$ cat src/rtl/bounce_emu_pkg.sv
// Shared types and constants for the switch-bounce emulator.
// Optional build macro BOUNCE_EMU_RELEASE_EN is consumed by bounce_emulator.
package bounce_emu_pkg;

  localparam int LFSR_W = 16;
  localparam logic [LFSR_W-1:0] LFSR_TAPS = 16'hB400;

  typedef enum logic [0:0] {
    IDLE   = 1'b0,
    BOUNCE = 1'b1
  } bounce_state_e;

  // An all-zero seed would lock the LFSR, so it is promoted to 1.
  function automatic logic [LFSR_W-1:0] seed_fix(input logic [LFSR_W-1:0] seed);
    logic [LFSR_W-1:0] fixed_s;
    if (seed == 16'h0000) begin
      fixed_s = 16'h0001;
    end else begin
      fixed_s = seed;
    end
    return fixed_s;
  endfunction

endpackage

$ cat src/rtl/bounce_emu_if.sv
// Clean-level in / bouncy-level out bundle between a pattern source and the emulator.
interface bounce_emu_if;

  logic i_Clean;
  logic o_Bouncy;
  logic o_Busy;
  logic o_Done;

  modport master (
    output i_Clean,
    input  o_Bouncy,
    input  o_Busy,
    input  o_Done
  );

  modport slave (
    input  i_Clean,
    output o_Bouncy,
    output o_Busy,
    output o_Done
  );

endinterface

$ cat src/rtl/bounce_lfsr.sv
// Free-running 16-bit Galois LFSR (taps 16'hB400) that reloads its seed on reset.
module bounce_lfsr
  import bounce_emu_pkg::*;
#(
  parameter logic [LFSR_W-1:0] SEED = 16'hACE1
) (
  input  logic              i_Clk,
  input  logic              i_Reset,
  output logic [LFSR_W-1:0] o_Lfsr
);

  localparam logic [LFSR_W-1:0] SEED_FIX = seed_fix(SEED);

  logic [LFSR_W-1:0] lfsr_r;
  logic [LFSR_W-1:0] lfsr_next_s;

  // Galois step: shift right, fold the taps in when a one falls out.
  always_comb begin
    lfsr_next_s = {1'b0, lfsr_r[LFSR_W-1:1]};
    if (lfsr_r[0]) begin
      lfsr_next_s = lfsr_next_s ^ LFSR_TAPS;
    end else begin
      lfsr_next_s = lfsr_next_s;
    end
  end

  // LFSR state register.
  always_ff @(posedge i_Clk) begin
    if (i_Reset) begin
      lfsr_r <= SEED_FIX;
    end else begin
      lfsr_r <= lfsr_next_s;
    end
  end

  assign o_Lfsr = lfsr_r;

endmodule

$ cat src/rtl/bounce_emulator.sv
// Emits a pseudo-random chatter burst after each clean-level change, then settles.
// Define BOUNCE_EMU_RELEASE_EN to bounce on release (1->0) as well as press.
module bounce_emulator
  import bounce_emu_pkg::*;
#(
  parameter int               BOUNCE_LIMIT = 125000,
  parameter int               CHATTER_DIV  = 1024,
  parameter logic [LFSR_W-1:0] LFSR_SEED   = 16'hACE1
) (
  input  logic       i_Clk,
  input  logic       i_Reset,
  bounce_emu_if.slave emu
);

  localparam int CNT_W = $clog2(BOUNCE_LIMIT);
  localparam int DIV_W = (CHATTER_DIV > 1) ? $clog2(CHATTER_DIV) : 1;
  localparam logic [CNT_W-1:0] CNT_LAST = CNT_W'(BOUNCE_LIMIT - 1);
  localparam logic [DIV_W-1:0] DIV_LAST = DIV_W'(CHATTER_DIV - 1);

  localparam logic [0:0] ST_IDLE   = IDLE;
  localparam logic [0:0] ST_BOUNCE = BOUNCE;

  logic [0:0]        state_r,  state_s;
  logic              level_r,  level_s;
  logic              target_r, target_s;
  logic [CNT_W-1:0]  cnt_r,    cnt_s;
  logic [DIV_W-1:0]  div_r,    div_s;
  logic              bouncy_r, bouncy_s;
  logic              busy_r,   busy_s;
  logic              done_r,   done_s;
  logic              run_window_s;
  logic [LFSR_W-1:0] lfsr_s;
  logic              unused_lfsr_s;

  bounce_lfsr #(
    .SEED (LFSR_SEED)
  ) u_lfsr (
    .i_Clk   (i_Clk),
    .i_Reset (i_Reset),
    .o_Lfsr  (lfsr_s)
  );

  // Only bit 0 drives chatter; the rest is sequence state.
  assign unused_lfsr_s = ^lfsr_s[LFSR_W-1:1];

`ifdef BOUNCE_EMU_RELEASE_EN
  assign run_window_s = 1'b1;
`else
  assign run_window_s = emu.i_Clean;
`endif

  // div_r tracks counter % CHATTER_DIV without a divider.
  always_comb begin
    state_s  = state_r;
    level_s  = level_r;
    target_s = target_r;
    cnt_s    = cnt_r;
    div_s    = div_r;
    bouncy_s = bouncy_r;
    busy_s   = busy_r;
    done_s   = 1'b0;
    case (state_r)
      ST_IDLE: begin
        if (emu.i_Clean != level_r) begin
          if (run_window_s) begin
            target_s = emu.i_Clean;
            cnt_s    = {CNT_W{1'b0}};
            div_s    = {DIV_W{1'b0}};
            bouncy_s = emu.i_Clean;
            busy_s   = 1'b1;
            state_s  = ST_BOUNCE;
          end else begin
            bouncy_s = 1'b0;
            level_s  = 1'b0;
            done_s   = 1'b1;
          end
        end else begin
          bouncy_s = level_r;
        end
      end
      ST_BOUNCE: begin
        if (emu.i_Clean != target_r) begin
          target_s = emu.i_Clean;
          cnt_s    = {CNT_W{1'b0}};
          div_s    = {DIV_W{1'b0}};
          bouncy_s = emu.i_Clean;
        end else if (cnt_r == CNT_LAST) begin
          bouncy_s = target_r;
          level_s  = target_r;
          busy_s   = 1'b0;
          done_s   = 1'b1;
          state_s  = ST_IDLE;
        end else begin
          cnt_s = cnt_r + CNT_W'(1);
          if (div_r == DIV_LAST) begin
            div_s    = {DIV_W{1'b0}};
            bouncy_s = lfsr_s[0];
          end else begin
            div_s    = div_r + DIV_W'(1);
          end
        end
      end
      default: begin
        state_s = ST_IDLE;
        busy_s  = 1'b0;
      end
    endcase
  end

  // Control and output registers; reset aborts any window with no settle pulse.
  always_ff @(posedge i_Clk) begin
    if (i_Reset) begin
      state_r  <= ST_IDLE;
      level_r  <= 1'b0;
      target_r <= 1'b0;
      cnt_r    <= {CNT_W{1'b0}};
      div_r    <= {DIV_W{1'b0}};
      bouncy_r <= 1'b0;
      busy_r   <= 1'b0;
      done_r   <= 1'b0;
    end else begin
      state_r  <= state_s;
      level_r  <= level_s;
      target_r <= target_s;
      cnt_r    <= cnt_s;
      div_r    <= div_s;
      bouncy_r <= bouncy_s;
      busy_r   <= busy_s;
      done_r   <= done_s;
    end
  end

  assign emu.o_Bouncy = bouncy_r;
  assign emu.o_Busy   = busy_r;
  assign emu.o_Done   = done_r;

endmodule

$ cat src/flat_wrapper.sv
// flat-port wrapper written by rule: the top's interface ports become plain ports
module bounce_emulator_flat import bounce_emu_pkg::*;
#(
  parameter int               BOUNCE_LIMIT = 125000,
  parameter int               CHATTER_DIV  = 1024,
  parameter logic [LFSR_W-1:0] LFSR_SEED   = 16'hACE1
)
  (i_Clk, i_Reset, emu_i_Clean, emu_o_Bouncy, emu_o_Busy, emu_o_Done);
  bounce_emu_if emu_i ();
  input  logic i_Clk;
  input  logic i_Reset;
  input wire logic [$bits(emu_i.i_Clean)-1:0] emu_i_Clean;
  output wire logic [$bits(emu_i.o_Bouncy)-1:0] emu_o_Bouncy;
  output wire logic [$bits(emu_i.o_Busy)-1:0] emu_o_Busy;
  output wire logic [$bits(emu_i.o_Done)-1:0] emu_o_Done;
  assign emu_i.i_Clean = emu_i_Clean;
  assign emu_o_Bouncy = emu_i.o_Bouncy;
  assign emu_o_Busy = emu_i.o_Busy;
  assign emu_o_Done = emu_i.o_Done;
  bounce_emulator #(.BOUNCE_LIMIT(BOUNCE_LIMIT), .CHATTER_DIV(CHATTER_DIV), .LFSR_SEED(LFSR_SEED)) u_core (.i_Clk(i_Clk), .i_Reset(i_Reset), .emu(emu_i));
endmodule
$ cat config.mk
export PLATFORM = sky130hd
export DESIGN_NAME = bounce_emulator_flat
export DESIGN_NICKNAME = d
export VERILOG_FILES = /design/src/rtl/bounce_emu_pkg.sv /design/src/rtl/bounce_emu_if.sv /design/src/rtl/bounce_lfsr.sv /design/src/rtl/bounce_emulator.sv /design/src/flat_wrapper.sv
export SDC_FILE = /design/constraint.sdc
export NUM_CORES = 1
export LEC_CHECK = 0
export ABC_AREA = 1
export BUFFER_PORTS_ARGS = -buffer_cell sky130_fd_sc_hd__buf_2
export CAP_MARGIN = 20
export CORE_AREA = 2 2 61 106
export CTS_CLUSTER_DIAMETER = 80
export DETAILED_ROUTE_END_ITERATION = 7
export DIE_AREA = 0 0 63 108
export PLACE_DENSITY = 0.66
export SLEW_MARGIN = 10
export SYNTH_ARGS = -nofsm -noshare
export SYNTH_HDL_FRONTEND = slang
export SYNTH_HIERARCHICAL = 1
export SYNTH_SLANG_ARGS = --single-unit
$ cat constraint.sdc
create_clock -name i_Clk -period 4.95 [get_ports i_Clk]
set_clock_uncertainty 0.15 [all_clocks]
set_input_delay 0.7425 -clock i_Clk [delete_from_list [all_inputs] [get_ports i_Clk]]
set_output_delay 0.7425 -clock i_Clk [all_outputs]
set_load 0.02 [all_outputs]
==> results.txt <==
Hold depth = 2
DR iter-0 viols = 134
Register clock-pin slew on the reported worst setup and hold paths = 0.10 ns
First-pass GRT wire length = 9360 µm
Startpoint Class = primary input
Max-Cap Viols = 0
RSZ-0062 raised after global routing = no
Required time worst endpoint = 5.01 ns
Critical path's top delay family = compound AO/OA/AOI/OAI gates
Post-cts gate resize count = 0
Worst reg-to-reg setup slack = 2.96 ns
CP bufs+invs = 3
First drt pass iteration count = 4
Mapped Cells = 370
Syn nets = 378
CTS Buf Count = 5
Final GP Congestion = 0.870
Worst setup path class = primary input to flip-flop
Chip Width = 63 µm
Crit share post-route = 0.463
Power Density = 277 mW/mm²
H-tree depth = 2
Status = finished clean
Drt wl/cell = 12.3 µm
Clk Latency, worst-skew pair = 0.32 ns
Critical R2R Launch = u_core/level_r$_SDFFE_PP0P_
Remaining antenna violation count = 0
Arrival time worst endpoint = 2.36 ns
Final Hold Fails = 0
DR vias = 2278
Antenna violations before repair = 0
Largest net degree at the start of global routing = 27
Clk sinks = 49
Ratio of cells with drive above 1 in the final layout = 0.0800
Starting density of the core = 0.427
Vias in the first global route = 2141
F_max = 436 MHz
Syn avg cell area = 6.78 µm²
CP peak stage delay = 0.44 ns
Die height = 108 µm
CP cell instances = buf_2 > inv_2 > ha_1 > o21ai_2 > nand2_8 > inv_6 > nand2_1 > nand3_1 > nor2_1
Max-slew violations = 0
Ports = 6
Number of setup violations in the final report = 0
Detailed-route vias per instance = 5.03
Fin crit period = 2.29 ns
Reg-to-Reg End = u_core/div_r[7]$_SDFFE_PP0P_
Congestion Overflow GR = 0
Worst VDD drop = 0.000273 V
Hpwl dp = 4160 µm
FF-to-FF path depth = 7
Worst-margin pin slew = 0.497 ns
GRT Total Usage = 0.176
Rel. slew slack = 0.669
Die area = 0.00680 mm²
Post-CTS Setup Inserts = 0
Dpl ws = 2.31 ns
Core area = 0.00588 mm²
CTS max path bufs = 2
Row cnt = 37
DR DRC count = 0
Critical path peak fanout = 26
Number of buffers added on ports = 5
Min-delay src = u_core/u_lfsr/o_Lfsr[4]$_SDFF_PP0_
CTS tree = done
Slowest cell on crit path = o21ai_2
Setup TNS Final = 0 ns
Final Net Count = 382
# diodes = 0
Critical path capture point type = flip-flop
Leakage = 1.03 nW
Yosys warning count = 6
# hold bufs at CTS = 0
Final worst slack = 2.66 ns
CTS Root Cell = clkbuf_8
Final wirelength = 5590 µm
Area Growth Syn to Fin = 5.99%
Min-Delay Path Class = flip-flop to flip-flop
Cell Area, Synth = 0.00251 mm²
Min-Delay Endpoint = u_core/u_lfsr/o_Lfsr[3]$_SDFF_PP0_
==> sequential cells by signal (all words and copies together), names as in the netlist <==
signal                cells
u_core/emu.o_Done         1
u_core/div_r             10
u_core/target_r           1
u_core/emu.o_Bouncy       1
u_core/cnt_r             17
u_core/level_r            1
u_core/emu.o_Busy         1
u_core/state_r            1
u_core/u_lfsr/o_Lfsr     16
==> layout by cell type (no fill, tap or decap), types with 7 or more instances in the layout <==
master / instances
o21ai_0: 16
a21oi_1: 24
nand3_1: 28
nor3_1: 10
o21ai_1: 7
nand2_1: 82
nand4_1: 9
dfxtp_1: 49
inv_1: 51
nor2_1: 57
==> tightest hold or removal path, stage by stage (launching register included) <==
cell,delay (ns)
dfxtp_1,0.31
inv_1,0.04
nor2_1,0.03
==> routing by layer <==
metal | global-route usage | routed length (µm) | up-vias
met5 | 0 | 0 | -
met4 | 0.129 | 212 | 0
met3 | 0.0281 | 144 | 13
met2 | 0.335 | 3070 | 41
met1 | 0.167 | 2170 | 1043
li1 | - | - | 1181
==> through the flow <==
stage                     instance area (µm²)  hold slack, ns  std cells   util  total power, mW
final                                    2660           0.256        453  0.452            0.737
after global routing                     2660           0.271        453  0.452            0.773
after CTS                                2660           0.262        453  0.452            0.749
after detailed placement                 2560           0.243        445  0.436            0.490
after global placement                   2560           0.239        445  0.436            0.489
after floorplan                          2510           0.233        370      -            0.479
==> area by class of cell <==
class                   count  area (µm²)
inverters                  56         215
clock inverters             3        28.8
multi-input cells         257        1240
repair buffers              5        25.0
clock buffers               5        68.8
well taps                  78        97.6
flip-flops and latches     49         981
fillers                   616        3220
==> power breakdown <==
| part | internal, mW | switching (mW) | total [mW] |
|---|---|---|---|
| sequential | 0.407 | 0.00759 | 0.414 |
| clock | 0.106 | 0.151 | 0.256 |
| combinational | 0.0197 | 0.0463 | 0.0659 |
==> worst max-delay path by stage <==
stage	startpoint	end	cells past startpoint
global route	emu_i_Clean	u_core/div_r[9]$_SDFFE_PP0P_	9
finish	emu_i_Clean	u_core/div_r[7]$_SDFFE_PP0P_	9
floorplan	emu_i_Clean	u_core/div_r[6]$_SDFFE_PP0P_	8
global placement	emu_i_Clean	u_core/div_r[4]$_SDFFE_PP0P_	9
detailed placement	emu_i_Clean	u_core/div_r[4]$_SDFFE_PP0P_	9
CTS	emu_i_Clean	u_core/div_r[7]$_SDFFE_PP0P_	9
(Power assumes the default switching activity.)
